<file path="src/rtl/control_sequencer.sv">
// Instruction decode sequencer: registered control word, multi-cycle MAC hold,
// HALT/resume, flush and stall handling, and a saturating illegal-opcode counter.
module control_sequencer #(
   parameter int OP_W       = 4,
   parameter int ALU_W      = 3,
   parameter int MAC_CYCLES = 2,
   parameter int ERR_CNT_W  = 8
) (
   input  logic                 clk,
   input  logic                 reset_n,
   input  logic                 instr_valid,
   input  logic [OP_W-1:0]      opcode,
   input  logic                 stall,
   input  logic                 flush,
   input  logic                 resume,
   output logic                 RegWrite,
   output logic                 MemtoReg,
   output logic                 MemWrite,
   output logic                 MemRead,
   output logic                 ALUSrc,
   output logic                 RegDst,
   output logic [ALU_W-1:0]     ALUControl1,
   output logic [ALU_W-1:0]     ALUControl2,
   output logic                 PCEn,
   output logic                 ctrl_valid,
   output logic                 halted,
   output logic                 illegal_op,
   output logic [ERR_CNT_W-1:0] err_count,
   output logic [1:0]           o_dbg_state
);

   typedef enum logic [1:0] {
      ST_RUN      = 2'd0,
      ST_MAC_BUSY = 2'd1,
      ST_HALTED   = 2'd2
   } state_t;

   typedef struct packed {
      logic             reg_write;
      logic             mem_to_reg;
      logic             mem_write;
      logic             mem_read;
      logic             alu_src;
      logic             reg_dst;
      logic [ALU_W-1:0] alu1;
      logic [ALU_W-1:0] alu2;
   } ctrl_t;

   localparam logic [3:0] MAC_LOAD = 4'(MAC_CYCLES - 1);

   state_t               r_state, w_state_nxt;
   ctrl_t                r_ctrl, w_ctrl_nxt, w_dec, w_nop;
   logic                 r_cv, w_cv_nxt;
   logic                 r_pc, w_pc_nxt;
   logic                 r_ill, w_ill_nxt;
   logic [ERR_CNT_W-1:0] r_err, w_err_nxt;
   logic [3:0]           r_cnt, w_cnt_nxt;
   logic                 w_legal, w_is_halt, w_is_mac, w_upper_zero;

   assign w_upper_zero = ((opcode >> 4) == '0);

   always_comb begin
      w_nop            = '0;
      w_nop.mem_to_reg = 1'b1;
      w_nop.alu1       = '1;
      w_nop.alu2       = '1;
   end

   // Every legal opcode starts from the NOP word and overrides only its own fields.
   always_comb begin
      w_dec     = w_nop;
      w_legal   = w_upper_zero;
      w_is_halt = 1'b0;
      w_is_mac  = 1'b0;
      case (opcode[3:0])
         4'b0000: ;
         4'b0001: begin
            w_dec.reg_write = 1'b1;
            w_dec.reg_dst   = 1'b1;
            w_dec.alu1      = ALU_W'(0);
         end
         4'b1001: begin
            w_dec.reg_write = 1'b1;
            w_dec.alu_src   = 1'b1;
            w_dec.alu1      = ALU_W'(0);
         end
         4'b0010: begin
            w_dec.reg_write = 1'b1;
            w_dec.reg_dst   = 1'b1;
            w_dec.alu1      = ALU_W'(1);
         end
         4'b0011: begin
            w_dec.reg_write = 1'b1;
            w_dec.reg_dst   = 1'b1;
            w_dec.alu1      = ALU_W'(2);
         end
         4'b0100: begin
            w_dec.reg_write = 1'b1;
            w_dec.reg_dst   = 1'b1;
            w_dec.alu1      = ALU_W'(1);
            w_dec.alu2      = ALU_W'(0);
            w_is_mac        = w_upper_zero;
         end
         4'b1110: begin
            w_dec.reg_write  = 1'b1;
            w_dec.mem_to_reg = 1'b0;
            w_dec.mem_read   = 1'b1;
            w_dec.alu_src    = 1'b1;
            w_dec.alu1       = ALU_W'(0);
         end
         4'b1111: begin
            w_dec.mem_write  = 1'b1;
            w_dec.mem_to_reg = 1'b0;
            w_dec.alu_src    = 1'b1;
            w_dec.alu1       = ALU_W'(0);
         end
         4'b1011: w_is_halt = w_upper_zero;
         default: w_legal = 1'b0;
      endcase
      if (!w_legal) begin
         w_dec = w_nop;
      end
   end

   // Priority: flush, then stall (hold), then state-specific behaviour.
   // illegal_op is a pulse, so it drops on every edge that is not a fresh illegal decode.
   always_comb begin
      w_state_nxt = r_state;
      w_ctrl_nxt  = r_ctrl;
      w_cv_nxt    = r_cv;
      w_pc_nxt    = r_pc;
      w_cnt_nxt   = r_cnt;
      w_ill_nxt   = 1'b0;
      w_err_nxt   = r_err;
      if (flush) begin
         w_ctrl_nxt = w_nop;
         w_cv_nxt   = 1'b0;
         if (r_state == ST_HALTED) begin
            w_pc_nxt = 1'b0;
         end else begin
            w_state_nxt = ST_RUN;
            w_pc_nxt    = 1'b1;
            w_cnt_nxt   = 4'd0;
         end
      end else if (!stall) begin
         case (r_state)
            ST_RUN: begin
               w_ctrl_nxt = w_nop;
               w_cv_nxt   = 1'b0;
               w_pc_nxt   = 1'b1;
               if (instr_valid) begin
                  if (!w_legal) begin
                     w_ill_nxt = 1'b1;
                     if (r_err != '1) begin
                        w_err_nxt = r_err + ERR_CNT_W'(1);
                     end
                  end else if (w_is_halt) begin
                     w_state_nxt = ST_HALTED;
                     w_pc_nxt    = 1'b0;
                  end else begin
                     w_ctrl_nxt = w_dec;
                     w_cv_nxt   = 1'b1;
                     if (w_is_mac && (MAC_CYCLES > 1)) begin
                        w_state_nxt = ST_MAC_BUSY;
                        w_cnt_nxt   = MAC_LOAD;
                        w_pc_nxt    = 1'b0;
                     end
                  end
               end
            end
            ST_MAC_BUSY: begin
               if (r_cnt <= 4'd1) begin
                  w_state_nxt = ST_RUN;
                  w_cnt_nxt   = 4'd0;
                  w_pc_nxt    = 1'b1;
               end else begin
                  w_cnt_nxt = r_cnt - 4'd1;
                  w_pc_nxt  = 1'b0;
               end
            end
            ST_HALTED: begin
               if (resume) begin
                  w_state_nxt = ST_RUN;
                  w_pc_nxt    = 1'b1;
               end
            end
            default: w_state_nxt = ST_RUN;
         endcase
      end
   end

   always_ff @(posedge clk or negedge reset_n) begin
      if (!reset_n) begin
         r_state <= ST_RUN;
         r_ctrl  <= w_nop;
         r_cv    <= 1'b0;
         r_pc    <= 1'b1;
         r_cnt   <= 4'd0;
         r_ill   <= 1'b0;
         r_err   <= '0;
      end else begin
         r_state <= w_state_nxt;
         r_ctrl  <= w_ctrl_nxt;
         r_cv    <= w_cv_nxt;
         r_pc    <= w_pc_nxt;
         r_cnt   <= w_cnt_nxt;
         r_ill   <= w_ill_nxt;
         r_err   <= w_err_nxt;
      end
   end

   assign RegWrite    = r_ctrl.reg_write;
   assign MemtoReg    = r_ctrl.mem_to_reg;
   assign MemWrite    = r_ctrl.mem_write;
   assign MemRead     = r_ctrl.mem_read;
   assign ALUSrc      = r_ctrl.alu_src;
   assign RegDst      = r_ctrl.reg_dst;
   assign ALUControl1 = r_ctrl.alu1;
   assign ALUControl2 = r_ctrl.alu2;
   assign PCEn        = r_pc & ~stall;
   assign ctrl_valid  = r_cv;
   assign halted      = (r_state == ST_HALTED);
   assign illegal_op  = r_ill;
   assign err_count   = r_err;
   assign o_dbg_state = r_state;

endmodule

</file>
<file path="config.mk">
export PLATFORM = sky130hd
export DESIGN_NAME = control_sequencer
export DESIGN_NICKNAME = d
export VERILOG_FILES = /design/src/rtl/control_sequencer.sv
export SDC_FILE = /design/constraint.sdc
export NUM_CORES = 1
export LEC_CHECK = 0
export CAP_MARGIN = 20
export CORE_MARGIN = 2
export CORE_UTILIZATION = 40
export CTS_CLUSTER_SIZE = 10
export DETAILED_ROUTE_END_ITERATION = 10
export PLACE_DENSITY = 0.66
export SLEW_MARGIN = 40
export SYNTH_ARGS = -nofsm -noshare
export SYNTH_HDL_FRONTEND = slang
export SYNTH_SLANG_ARGS = --single-unit
</file>
<file path="constraint.sdc">
create_clock -name clk -period 3.8 [get_ports clk]
set_input_delay 0.76 -clock clk [delete_from_list [all_inputs] [get_ports clk]]
set_output_delay 0.76 -clock clk [all_outputs]
set_load 0.02 [all_outputs]
</file>
==> insert_results.sql, run 1 <==
INSERT INTO impl_metrics (metric_group, metric, value, unit) VALUES
('run_status', 'outcome', 'complete, no violations', ''),
('placement', 'dpl.hpwl', '2.71', 'mm'),
('critical_path', 'wp_data_required', '3.04', 'ns'),
('critical_path', 'path_cells', 'clkdlybuf4s50_1, nor2b_1, clkdlybuf4s50_1', ''),
('clock_network', 'postCtsHoldBufs', '0', ''),
('power_and_ir_drop', 'peakVddDrop', '340', 'uV'),
('yosys', 'netlist_area', '0.00160', 'sq mm'),
('yosys', 'synth_cells', '170', ''),
('grt', 'grt_util_all_layers', '0.179', ''),
('floorplanning', 'die_h', '67.3', 'um'),
('clock_network', 'cts_sinks', '27', ''),
('critical_path', 'crit_arrival', '2.05', 'ns'),
('yosys', 'ys_ff_latch', '27', ''),
('yosys', 'yosys.cell_types.count', '50', ''),
('clock_network', 'cts-htree-levels', '1', ''),
('timing', 'period_needed', '2.81', 'ns'),
('floorplanning', 'rows', '22', ''),
('power_and_ir_drop', 'power.static_leakage', '0.000824', 'uW'),
('clock_network', 'max-clock-path-buffers', '2', ''),
('route', 'drt-total-wl', '3.59', 'mm'),
('timing', 'post-route-period-util', '0.739', ''),
('power_and_ir_drop', 'pwr_density_cell', '337', 'mW/mm^2'),
('grt', 'grt_first_pass_wirelength', '6.24', 'mm'),
('layout', 'finish.net_count', '218', ''),
('yosys', 'synth-edff-count', '0', ''),
('floorplanning', 'die_width', '67.3', 'um'),
('critical_path', 'r2r.worst_path.cells', '6', ''),
('timing', 'skew_final', '0.00610', 'ns'),
('yosys', 'syn_avg_cell_area', '9.41', 'sq um'),
('yosys', 'yosysTopAreaCell', 'dfrtp_1', ''),
('timing', 'slew_headroom', '0.644', ''),
('power_and_ir_drop', 'power', '681', 'uW'),
('floorplanning', 'start_util', '0.427', ''),
('critical_path', 'start_point_of_the_critical_path', 'stall', ''),
('clock_network', 'cts_inserted_buffers', '3', ''),
('grt', 'maximum_number_of_pins_on_one_net_before_global_route_repair', '25', ''),
('clock_network', 'cts_tree', 'built', ''),
('critical_path', 'worst_path_max_delay_cell', 'clkdlybuf4s50_1', ''),
('route', 'drt_iter0_markers', '57', ''),
('clock_network', 'path_clk_slew', '0.10', 'ns'),
('timing', 'timing.final.setup_violations', '0', ''),
('grt', 'globalRoute.totalOverflow', '0', ''),
('critical_path', 'cp_top_family', 'buffers and inverters', ''),
('layout', 'drive_gt1_frac', '0.0846', ''),
('hold_path', 'holdCritPathClass', 'primary input to async pin', ''),
('layout', 'fin_util', '0.539', ''),
('route', 'detail_route.first_pass.iterations', '4', ''),
('clock_network', 'cts-resized-gates', '0', ''),
('timing', 'clock.fmax', '0.356', 'GHz'),
('clock_network', 'post_cts.repair.setup_buffers', '0', ''),
('timing', 'timing_max_transition_violations_final', '0', ''),
('timing', 'hold_viol_final', '0', ''),
('floorplanning', 'die_area', '0.00452', 'sq mm'),
('timing', 'setup_tns', '0', 'ns'),
('critical_path', 'critical-path-max-stage-delay', '0.61', 'ns'),
('yosys', 'synth_sequential_area_ratio', '0.427', ''),
('yosys', 'postSynthNetCount', '186', ''),
('yosys', 'asyncSetResetFlopFracSynth', '1.00', ''),
('yosys', 'netlist.area_leader.share', '0.328', ''),
('clock_network', 'worstSkewPairLatency', '0.27', 'ns'),
('route', 'via_count', '1370', ''),
('clock_network', 'cts-root-buf', 'clkbuf_8', ''),
('layout', 'area_growth', '26.1', '%'),
('route', 'final_antenna_net_count', '0', ''),
('critical_path', 'worst-path-buf-inv', '2', ''),
('grt', 'antenna_found_initial', '0', ''),
('critical_path', 'worst_r2r_startpoint', 'o_dbg_state[0]', ''),
('critical_path', 'critical-path-top-cell-by-count', 'clkdlybuf4s50_1', ''),
('yosys', 'most_used_dff_post_synth', 'dfrtp_1', ''),
('yosys', 'synth_top_cells_by_area', 'dfrtp_1, dfstp_2, ha_1', ''),
('critical_path', 'cp_num_cells', '3', '');
-- layout make-up --
| class | instances | area (sq um) |
|---|---|---|
| clock buffers | 3 | 41.3 |
| fillers | 356 | 1730 |
| repair buffers | 36 | 353 |
| well taps | 48 | 60.1 |
| multi-input cells | 123 | 832 |
| flip-flops and latches | 27 | 683 |
| clock inverters | 1 | 7.51 |
| inverters | 11 | 41.3 |
-- per-layer routing --
| layer | global-route usage | vias up | share of wire |
|---|---|---|---|
| li1 | - | 676 | - |
| met1 | 0.260 | 659 | 0.47 |
| met2 | 0.272 | 33 | 0.47 |
| met3 | 0.0350 | 2 | 0.053 |
| met4 | 0.0485 | 0 | 0.0039 |
| met5 | 0 | - | 0 |
-- through the flow --
step / cells / instance area, sq um / hold slack [ns] / setup slack, ns
finish: 249 / 2020 / 0.454 / 0.991
global route: 249 / 2020 / 0.475 / 0.948
CTS: 249 / 2020 / 0.468 / 0.995
floorplan: 170 / 1600 / 0.462 / 1.76
detailed placement: 245 / 1970 / 0.471 / 0.943
global placement: 245 / 1970 / 0.470 / 1.02
-- placed cells by master (no fill, tap or decap), types with 2 or more instances in the layout --
| cell type | instances |
|---|---|
| o21ai_0 | 10 |
| o22a_1 | 2 |
| o31ai_1 | 2 |
| a31oi_1 | 2 |
| clkdlybuf4s50_1 | 34 |
| dfstp_2 | 6 |
| nand4_1 | 3 |
| a21oi_1 | 11 |
| a21o_1 | 3 |
| nand3_1 | 4 |
| nor2b_1 | 4 |
| or3_1 | 2 |
| nor4_1 | 2 |
| nand2_1 | 10 |
| nor2_1 | 14 |
| xor2_1 | 8 |
| a32o_1 | 3 |
| a22o_1 | 2 |
| inv_1 | 11 |
| dfrtp_1 | 21 |
| nand2b_1 | 5 |
| nor3_1 | 3 |
| o211ai_1 | 2 |
| a21boi_0 | 2 |
| a211oi_1 | 2 |
| clkbuf_8 | 3 |
| ha_1 | 6 |
-- flip-flops by register name, summed over array words and instances (netlist names) --
signal / cells
illegal_op: 1
MemWrite: 1
r_cnt: 4
ALUControl1: 3
o_dbg_state: 2
RegWrite: 1
ctrl_valid: 1
MemtoReg: 1
MemRead: 1
err_count: 8
ALUSrc: 1
RegDst: 1
ALUControl2: 1
r_pc: 1
-- worst min path at each step --
| stage | endpoint | slack [ns] | startpoint | cells past startpoint |
|---|---|---|---|---|
| 6_report | ALUSrc | 0.45 | reset_n | 1 |
| 3_3_place_gp | MemRead | 0.47 | MemRead | 2 |
| 4_1_cts | RegWrite | 0.47 | reset_n | 1 |
| 3_5_place_dp | MemRead | 0.47 | MemRead | 2 |
| 2_1_floorplan | ALUSrc | 0.46 | reset_n | 0 |
| 5_1_grt | RegWrite | 0.48 | reset_n | 1 |
-- logic make-up (layout without fill, tap and decap cells) --
kind of cell    count (synthesis)  count (layout)  synth area share
fa+ha+maj                       6               6            0.0469
compound gates                 50              50             0.217
buf+inv                        20              51            0.0532
flops                          27              27             0.427
mux                             2               2            0.0141
xor+xnor                        8               8            0.0438
simple gates                   57              57             0.198
-- cell usage after synthesis (3+ instances only) --
cell type and count:
inv_1 11, nand4_1 3, nor3_1 3, a21oi_1 11
ha_1 6, nand2_1 10, clkbuf_1 3, o21ai_0 10
nor2_1 14, a21o_1 3, dfstp_2 6, nand2b_1 5
nand3_1 4, dfrtp_1 21, xor2_1 8, a32o_1 3
nor2b_1 4
-- worst register-to-register path, stage by stage (launching register included) --
cell and delay [ns]:
dfrtp_1 0.43, inv_1 0.12, ha_1 0.30, nand4bb_1 0.34, a211o_4 0.41, nor2_1 0.24, mux2_1 0.35
-- report_power, final --
| part | internal [uW] | total, uW | switching [uW] |
|---|---|---|---|
| combinational | 80.2 | 173 | 92.8 |
| sequential | 312 | 342 | 29.9 |
| clock | 74.4 | 166 | 91.6 |
No activity file was read; power rests on OpenSTA's default activity.
==> inputs of run 2 (changes only) <==
==> constraint.sdc (replaced) <==
create_clock -name clk -period 2.9 [get_ports clk]
set_input_delay 0.58 -clock clk [delete_from_list [all_inputs] [get_ports clk]]
set_output_delay 0.58 -clock clk [all_outputs]
set_load 0.02 [all_outputs]
==> run 2 against run 1 <==
First-iteration DRC count is 11% lower. Power up 30%. Sequential power grew 30%. Global-route usage fell by 0.30 points. Critical path type unchanged. Critical endpoint unchanged.
==> insert_results.sql, run 2 (synthesized netlist as in run 1, its figures left out) <==
INSERT INTO impl_metrics (metric_group, metric, value, unit) VALUES
('run_status', 'outcome', 'complete, no violations', ''),
('timing', 'hold_viol_final', '0', ''),
('grt', 'gr-usage-met2', '0.293', ''),
('layout', 'most_common_library_cell_in_the_layout_ignoring_fill_and_taps', 'clkdlybuf4s50_1', ''),
('floorplanning', 'start_util', '0.427', ''),
('route', 'drt_iter0_markers', '51', ''),
('layout', 'drive_gt1_frac', '0.0976', ''),
('grt', 'globalRoute.totalOverflow', '0', ''),
('grt', 'met1_usage', '0.230', ''),
('grt', 'top_usage_layer', 'met2', ''),
('grt', 'maximum_number_of_pins_on_one_net_before_global_route_repair', '28', ''),
('layout', 'area_growth', '28.1', '%'),
('floorplanning', 'die_h', '67.3', 'um'),
('critical_path', 'start_point_of_the_critical_path', 'stall', ''),
('grt', 'gr-usage-met3', '0.0450', ''),
('hold_path', 'hold-path-endpoint', 'MemRead', ''),
('placement', 'placedCellCount', '249', ''),
('floorplanning', 'io-pin-count', '36', ''),
('power_and_ir_drop', 'pwr_density_cell', '431', 'mW/mm^2'),
('hold_path', 'worstHoldPathCells', '2', ''),
('clock_network', 'cts-root-buf', 'clkbuf_8', ''),
('clock_network', 'cts_sinks', '27', ''),
('route', 'detail_route.first_pass.iterations', '6', ''),
('layout', 'design_area', '0.00205', 'sq mm'),
('floorplanning', 'die_area', '0.00452', 'sq mm'),
('layout', 'finish.net_count', '222', ''),
('hold_path', 'holdCritPathClass', 'register to register', ''),
('critical_path', 'worst_r2r_startpoint', 'o_dbg_state[0]', ''),
('power_and_ir_drop', 'power.static_leakage', '0.000847', 'uW'),
('route', 'via_count', '1382', ''),
('timing', 'slew_headroom', '0.674', ''),
('layout', 'most-common-layout-cells', 'clkdlybuf4s50_1, dfrtp_1, nor2_1', ''),
('floorplanning', 'rows', '22', ''),
('timing', 'rsz0062_at_grt', 'false', ''),
('placement', 'dpl.hpwl', '2.76', 'mm'),
('placement', 'place_congestion', '0.815', ''),
('route', 'avgRoutedWirePerCell', '14.0', 'um'),
('clock_network', 'worstSkewPairLatency', '0.27', 'ns'),
('critical_path', 'worstSetupStartpointType', 'primary input', ''),
('power_and_ir_drop', 'power.share.combinational', '0.256', ''),
('power_and_ir_drop', 'share_clk_of_total_power', '0.241', ''),
('floorplanning', 'die_width', '67.3', 'um'),
('power_and_ir_drop', 'switching_fraction_of_total_power', '0.308', ''),
('route', 'drt-total-wl', '3.53', 'mm'),
('critical_path', 'r2r.worst_path.cells', '6', ''),
('hold_path', 'min-delay-start', 'MemRead', ''),
('timing', 'fin_worst_hold_slack', '0.497', 'ns'),
('layout', 'count_of_inserted_antenna_diode_cells', '0', ''),
('placement', 'detailed_place.area', '0.00200', 'sq mm'),
('placement', 'numPortBuffers', '35', ''),
('clock_network', 'postCtsHoldBufs', '0', ''),
('clock_network', 'cts_tree', 'built', ''),
('grt', 'antenna_found_initial', '0', ''),
('clock_network', 'cts-htree-levels', '1', ''),
('layout', 'largest_register_ffs', '8', ''),
('floorplanning', 'core_area', '0.00374', 'sq mm'),
('power_and_ir_drop', 'power_switching', '273', 'uW'),
('timing', 'timing.final.setup_violations', '0', ''),
('power_and_ir_drop', 'internal_power', '612', 'uW'),
('clock_network', 'cts_inserted_buffers', '3', ''),
('critical_path', 'setup.worst_path.class', 'primary input to output port', ''),
('layout', 'finish.cell_count_without_fillers', '253', ''),
('timing', 'skew_final', '0.00453', 'ns'),
('route', 'final_antenna_net_count', '0', ''),
('power_and_ir_drop', 'seq_power_share', '0.503', ''),
('clock_network', 'path_clk_slew', '0.09', 'ns'),
('route', 'vias_per_cell', '5.46', ''),
('grt', 'grt_util_all_layers', '0.176', ''),
('critical_path', 'worstReg2RegEnd', 'r_cnt[2]', ''),
('timing', 'period_needed', '2.43', 'ns'),
('timing', 'post-route-period-util', '0.840', ''),
('grt', 'vias_in_the_first_global_route', '1345', ''),
('timing', 'clock.fmax', '0.411', 'GHz'),
('critical_path', 'path_max_fanout', '8', ''),
('route', 'drc', '0', ''),
('critical_path', 'cp-end-kind', 'output port', ''),
('critical_path', 'reg2reg_setup_slack', '0.86', 'ns'),
('flow_run', 'maxCapViolCount', '0', ''),
('power_and_ir_drop', 'peakVddDrop', '566', 'uV'),
('clock_network', 'post_cts.repair.setup_buffers', '0', ''),
('grt', 'grt_first_pass_wirelength', '6.09', 'mm'),
('critical_path', 'wp_data_required', '2.32', 'ns'),
('critical_path', 'crit_arrival', '1.85', 'ns'),
('clock_network', 'cts-resized-gates', '0', ''),
('timing', 'timing_max_transition_violations_final', '0', ''),
('timing', 'tightestPinTransition', '0.489', 'ns'),
('timing', 'setup_tns', '0', 'ns'),
('clock_network', 'max-clock-path-buffers', '2', '');
run 2: cell types whose count changed in the layout (fill, tap and decap cells not counted), sizes merged:
cell           before  now
buf                 2    5
clkdlybuf4s50      34   35
clkinvlp            1    0
clkinv              0    1
run 2: how the worst max path moves through the flow:
| stage | endpoint | cells after the start |
|---|---|---|
| CTS | PCEn | 3 |
| global route | PCEn | 3 |
| detailed placement | err_count[1] | 5 |
| finish | PCEn | 3 |
| global placement | err_count[1] | 5 |
| floorplan | err_count[1] | 7 |
run 2: metal layers:
| layer | share of wire | wire, um | up-vias |
|---|---|---|---|
| met2 | 0.48 | 1710 | 54 |
| met3 | 0.062 | 220 | 4 |
| met5 | 0 | 0 | - |
| met4 | 0.0079 | 28 | 0 |
| li1 | - | - | 684 |
| met1 | 0.45 | 1580 | 640 |
run 2: per-stage QoR:
step | worst slack [ns] | util | power (uW)
floorplan | 0.874 | - | 568
global placement | 0.417 | 0.535 | 675
detailed placement | 0.308 | 0.535 | 679
CTS | 0.462 | 0.548 | 898
global route | 0.407 | 0.548 | 940
finish | 0.465 | 0.548 | 885
run 2: final cells by class:
type | instances | area [sq um]
fill | 348 | 1690
sequential | 27 | 683
clock inverter | 1 | 5.00
clock buffer | 3 | 41.3
inverter | 11 | 41.3
tap | 48 | 60.1
multi-input combinational | 123 | 832
timing repair buffer | 40 | 388
run 2: critical path: stages:
cell and delay, ns:
clkdlybuf4s50_1 0.52, nor2b_1 0.15, clkdlybuf4s50_1 0.60
run 2: power groups by stage:
stage | Combinational (uW) | Clock [uW] | Sequential (uW)
floorplan | 87.3 | 0 | 481
global placement | 226 | 0 | 449
detailed placement | 229 | 0 | 449
CTS | 230 | 223 | 445
global route | 250 | 238 | 451
finish | 227 | 213 | 445
==> inputs of run 3 (changes only) <==
--- a/config.mk
+++ b/config.mk
@@ -10,7 +10,7 @@
 export CORE_UTILIZATION = 40
 export CTS_CLUSTER_SIZE = 10
 export DETAILED_ROUTE_END_ITERATION = 10
-export PLACE_DENSITY = 0.66
+export PLACE_DENSITY = 0.68
 export SLEW_MARGIN = 40
 export SYNTH_ARGS = -nofsm -noshare
 export SYNTH_HDL_FRONTEND = slang
==> constraint.sdc (replaced) <==
create_clock -name clk -period 2 [get_ports clk]
set_input_delay 0.4 -clock clk [delete_from_list [all_inputs] [get_ports clk]]
set_output_delay 0.4 -clock clk [all_outputs]
set_load 0.02 [all_outputs]
==> run 3 against run 2 <==
Via count increased by 5.4%. Cell area is 7.6% higher. Sequential share of layout area down 2.3 points. Core utilization increased by 4.1 points. Flip-flop and latch count stayed put. First-iteration DRC count rose by 100%. Count of clock-buffer cells in the layout unchanged. Critical path depth increased by 3. Die area unchanged. Largest power group unchanged.
==> insert_results.sql, run 3 (synthesized netlist as in run 1, its figures left out) <==
INSERT INTO impl_metrics (metric_group, metric, value, unit) VALUES
('timing', 'timing.final.setup_violations', '0', ''),
('clock_network', 'max-clock-path-buffers', '2', ''),
('layout', 'layout.filler_cells', '352', ''),
('power_and_ir_drop', 'power.share.combinational', '0.275', ''),
('critical_path', 'cp_top_family', 'simple AND/OR/NAND/NOR gates', ''),
('layout', 'fin_util', '0.589', ''),
('critical_path', 'reg2reg_setup_slack', '0.11', 'ns'),
('timing', 'tightestPinTransition', '0.532', 'ns'),
('clock_network', 'cts-root-buf', 'clkbuf_8', ''),
('layout', 'area_growth', '37.8', '%'),
('route', 'wl_met3', '273', 'um'),
('power_and_ir_drop', 'power.static_leakage', '0.000926', 'uW'),
('critical_path', 'worst-path-buf-inv', '1', ''),
('route', 'route.layer.met1.wl', '1.74', 'mm'),
('critical_path', 'critical-path-max-stage-delay', '0.67', 'ns'),
('critical_path', 'wp_data_required', '2.16', 'ns'),
('layout', 'multi_input_comb_area', '883', 'sq um'),
('run_status', 'outcome', 'complete, no violations', ''),
('timing', 'rsz0062_at_grt', 'false', ''),
('power_and_ir_drop', 'switching_fraction_of_total_power', '0.312', ''),
('grt', 'globalRoute.totalOverflow', '0', ''),
('critical_path', 'path_max_fanout', '5', ''),
('route', 'via_count', '1456', ''),
('timing', 'fin_worst_hold_slack', '0.490', 'ns'),
('critical_path', 'worst_path_max_delay_cell', 'or4b_2', ''),
('floorplanning', 'die_area', '0.00452', 'sq mm'),
('grt', 'grt_util_all_layers', '0.195', ''),
('power_and_ir_drop', 'power_switching', '410', 'uW'),
('layout', 'sequential_cell_area', '684', 'sq um'),
('critical_path', 'path_cells', 'inv_1, ha_2, or4b_2, o311a_4, o21ai_2, o21ai_1', ''),
('power_and_ir_drop', 'seq_power_share', '0.489', ''),
('timing', 'hold_viol_final', '0', ''),
('hold_path', 'holdCritPathClass', 'primary input to async pin', ''),
('power_and_ir_drop', 'internal_power', '906', 'uW'),
('timing', 'setup_tns', '0', 'ns'),
('flow_run', 'maxCapViolCount', '0', ''),
('route', 'final_antenna_net_count', '0', ''),
('floorplanning', 'die_h', '67.3', 'um'),
('clock_network', 'postCtsHoldBufs', '0', ''),
('floorplanning', 'die_width', '67.3', 'um'),
('layout', 'most-common-layout-cells', 'clkdlybuf4s50_1, dfrtp_1, buf_4', ''),
('critical_path', 'worstReg2RegEnd', 'r_cnt[2]', ''),
('route', 'detail_route.first_pass.iterations', '4', ''),
('power_and_ir_drop', 'share_clk_of_total_power', '0.236', ''),
('critical_path', 'worstSetupStartpointType', 'register', ''),
('clock_network', 'worstSkewPairLatency', '0.27', 'ns'),
('clock_network', 'path_clk_slew', '0.10', 'ns'),
('route', 'drt-total-wl', '3.93', 'mm'),
('floorplanning', 'rows', '22', ''),
('route', 'vias_per_cell', '5.45', ''),
('grt', 'maximum_number_of_pins_on_one_net_before_global_route_repair', '28', ''),
('floorplanning', 'core_area', '0.00374', 'sq mm'),
('critical_path', 'setup.worst_path.class', 'register to register', ''),
('critical_path', 'cp-end-kind', 'register', ''),
('timing', 'final.setup.worst_slack', '0.107', 'ns'),
('placement', 'dpl.hpwl', '3.01', 'mm'),
('route', 'drc', '0', ''),
('layout', 'count_of_inserted_antenna_diode_cells', '0', ''),
('critical_path', 'crit_arrival', '2.05', 'ns'),
('route', 'avgRoutedWirePerCell', '14.7', 'um'),
('floorplanning', 'io-pin-count', '36', ''),
('layout', 'largest_register_ffs', '8', ''),
('critical_path', 'r2r.worst_path.cells', '6', ''),
('layout', 'finish.net_count', '236', ''),
('timing', 'slew_headroom', '0.644', ''),
('timing', 'post-route-period-util', '0.947', ''),
('clock_network', 'cts_inserted_buffers', '3', ''),
('route', 'met2WireLength', '1.88', 'mm'),
('grt', 'grt_first_pass_wirelength', '6.74', 'mm'),
('route', 'route.top_layer_used', 'met4', ''),
('timing', 'clock.fmax', '0.528', 'GHz'),
('grt', 'antenna_found_initial', '0', ''),
('timing', 'timing_max_transition_violations_final', '0', ''),
('placement', 'place_congestion', '0.819', ''),
('route', 'drt_iter0_markers', '104', ''),
('timing', 'skew_final', '0.00647', 'ns'),
('clock_network', 'post_cts.repair.setup_buffers', '0', ''),
('floorplanning', 'start_util', '0.427', ''),
('clock_network', 'cts-htree-levels', '1', ''),
('critical_path', 'worst_r2r_startpoint', 'o_dbg_state[0]', ''),
('power_and_ir_drop', 'power', '1320', 'uW'),
('layout', 'most_common_library_cell_in_the_layout_ignoring_fill_and_taps', 'clkdlybuf4s50_1', ''),
('layout', 'drive_gt1_frac', '0.187', ''),
('timing', 'period_needed', '1.89', 'ns'),
('grt', 'vias_in_the_first_global_route', '1453', ''),
('clock_network', 'cts_sinks', '27', ''),
('clock_network', 'cts_tree', 'built', ''),
('power_and_ir_drop', 'pwr_density_cell', '597', 'mW/mm^2'),
('placement', 'numPortBuffers', '35', ''),
('power_and_ir_drop', 'peakVddDrop', '830', 'uV'),
('placement', 'dpl_worst_slack', '-0.236', 'ns');
[run 3: worst max path at each step]
stage / startpoint / end / cells after the start
2_1_floorplan: o_dbg_state[1] / r_cnt[0] / 5
3_3_place_gp: flush / r_cnt[2] / 5
3_5_place_dp: flush / r_cnt[2] / 5
4_1_cts: o_dbg_state[0] / r_cnt[2] / 6
5_1_grt: o_dbg_state[0] / r_cnt[2] / 6
6_report: o_dbg_state[0] / r_cnt[2] / 6
[run 3: cell type report]
type / count / area share
inverter: 11 / 0.0187
clock inverter: 1 / 0.00227
tap: 48 / 0.0272
clock buffer: 3 / 0.0187
timing repair buffer: 54 / 0.222
sequential: 27 / 0.310
multi-input combinational: 123 / 0.400
[run 3: timing repair]
action / CTS / global route
resized for setup: 4 / 5
endpoints found under the hold margin: 0 / 0
setup endpoints to repair: 4 / 8
[run 3: per-stage QoR]
| stage | cell area [sq um] | std cells |
|---|---|---|
| after CTS | 2160 | 267 |
| final | 2210 | 267 |
| after global routing | 2210 | 267 |
| after detailed placement | 2110 | 263 |
| after global placement | 2110 | 263 |
| after floorplan | 1600 | 170 |
[run 3: metal layers]
layer | vias up | global-route usage
met5 | - | 0
met4 | 0 | 0.0306
met3 | 4 | 0.0500
met2 | 50 | 0.335
met1 | 689 | 0.251
li1 | 713 | -
[run 3: power groups by stage]
stage / Combinational (uW) / Sequential, uW / Clock [uW]
2_1_floorplan: 127 / 697 / 0
3_3_place_gp: 347 / 651 / 0
3_5_place_dp: 353 / 654 / 0
4_1_cts: 358 / 645 / 324
5_1_grt: 393 / 656 / 352
6_report: 362 / 644 / 311
==> RTL edit (settings of run 1) <==
Register the output `o_dbg_state` once more, without a reset; this adds one clock of latency there. The other outputs are not delayed to match.
--- a/src/rtl/control_sequencer.sv
+++ b/src/rtl/control_sequencer.sv
@@ -222,7 +222,9 @@
    assign halted      = (r_state == ST_HALTED);
    assign illegal_op  = r_ill;
    assign err_count   = r_err;
-   assign o_dbg_state = r_state;
+   always_ff @(posedge clk) begin
+      o_dbg_state <= r_state;
+   end
 
 endmodule
 
Function: changed (Yosys sat finds a counterexample within 4 cycles, from zero or initial values and one cycle with reset_n low).
==> RTL edit against run 1 <==
Register-to-register slack improved by 0.21 ns; final area up 6.2%; sequential cell count grew 2; setup slack better by 0.013 ns; synthesized area is 2.0% higher; maximum frequency is 0.48% higher; routed wire length increased by 0.20%; worst hold slack better by 0.0075 ns; sequential share of layout area fell by 0.11 points; critical path type unchanged.
Power is not compared: it rests on default switching activity, and its combinational part moved more than twofold at a synthesized area within 25%.
==> RTL edit: results (changes against run 1) <==
INFO  metric run_status = finished clean
INFO  metric postSynth.asyncResetShare = 0.931 (-0.0690)
INFO  metric grtUsageTotal = 0.178 (-0.00169)
INFO  metric clock_skew = 0.0102 ns (+0.00410 ns)
INFO  metric layout.filler_cells = 366 (+2.8%)
INFO  metric numCtsBuffers = 5 (+2)
INFO  metric grt_start_max_net_pins = 28 (+12%)
INFO  metric clk_pin_slew_worst_paths = 0.07 ns (-0.03 ns)
INFO  metric gpl.final_weighted_congestion = 0.857 (+4.8%)
INFO  metric detail_route.wirelength = 3600 µm (+0.20%)
INFO  metric finish.net_count = 210 (-3.7%)
INFO  metric ctsHtreeMaxLevel = 2 (+1)
INFO  metric synth_top_cells_by_count = 21 x dfrtp_1, 13 x nor2_1, 8 x nand2_1, 8 x xnor2_1
INFO  metric dpl_cell_area = 0.00201 mm² (+2.0%)
INFO  metric worst_r2r_startpoint = r_cnt[0]$_DFFE_PN0P_
INFO  metric wire_length_of_the_first_global_routing_pass = 6020 µm (-3.5%)
INFO  metric drive_gt1_frac = 0.123 (+0.0385)
INFO  metric first_iter_violations = 119 (+110%)
INFO  metric setup.reg_to_reg.worst_slack = 1.71 ns (+0.21 ns)
INFO  metric worst_hold_path_type = reg -> reg
INFO  metric avgViaCountPerCell = 5.32 (-3.3%)
INFO  metric post_synth_cell_types = 46 (-8.0%)
INFO  metric worst-path-max-fanout = 6 (-2)
INFO  metric sequential_share_of_the_synthesized_area = 0.443 (+0.0160)
INFO  metric yosys-top-cells-area = dfrtp_1 32%, dfstp_2 9.7%, ha_1 4.6%, xnor2_1 4.3%, nor2_1 3.0%
INFO  metric first_global_vias = 1279 (-2.7%)
INFO  metric synth.net_count = 175 (-5.9%)
INFO  metric min_period_over_period = 0.736 (-0.00352)
INFO  metric worst_slew_margin_relative_to_its_limit = 0.609 (-0.0355)
INFO  metric grt_antenna_before_repair = 0 (unchanged)
INFO  metric placement_stage_worst_setup_slack = 0.931 ns (-0.0124 ns)
INFO  metric hpwlAfterDp = 2530 µm (-6.7%)
-- RTL edit: final cells by class --
cell class | count | share of cell area
Multi-Input combinational cell | 116 | 0.393
Timing Repair Buffer | 36 | 0.167
Tap cell | 50 | 0.0292
Inverter | 6 | 0.0105
Sequential cell | 29 | 0.337
Clock buffer | 5 | 0.0321
Clock inverter | 3 | 0.0304
-- RTL edit: cells by family after synthesis --
family | after synthesis | share of synthesized area
and+or+nand+nor | 60 | 0.216
AOI/OAI and AO/OA | 37 | 0.180
DFF | 29 | 0.443
buffers and inverters | 14 | 0.0406
xor gates and xnor gates | 10 | 0.0536
adders and majority gates | 6 | 0.0460
muxes | 3 | 0.0207
-- RTL edit: worst paths after layout --
check                                              to  depth (start not counted)
setup reg to reg               r_state[0]$_DFFE_PN0P_                          7
hold reg to reg                o_dbg_state[0]$_DFF_P_                          0
max in group asynchronous  ALUControl1[1]$_DFFE_PN1P_                          2
hold / removal                 o_dbg_state[0]$_DFF_P_                          0
min in group asynchronous          RegDst$_DFFE_PN0P_                          2
setup / recovery                                 PCEn                          3
-- RTL edit: critical path: stages --
cell,delay [ns]
clkdlybuf4s50_1,0.51
nor2b_1,0.15
clkdlybuf4s50_1,0.61
-- RTL edit: per-stage QoR --
step	total power [W]	std cells	hold WS (ns)	utilization
detailed placement	0.000757	237	0.426	0.506
global placement	0.000747	237	0.429	0.506
global route	0.00121	245	0.479	0.540
finish	0.00114	245	0.461	0.540
floorplan	0.000633	159	0.385	-
CTS	0.00115	245	0.461	0.540
-- RTL edit: layer usage --
layer,routed length (µm),part of all wire,vias to the layer above,GRT usage
met5,0,0,-,0
met4,46,0.013,0,0.0750
met3,174,0.048,5,0.0345
met2,1670,0.47,32,0.293
met1,1700,0.47,624,0.228
li1,-,-,643,-
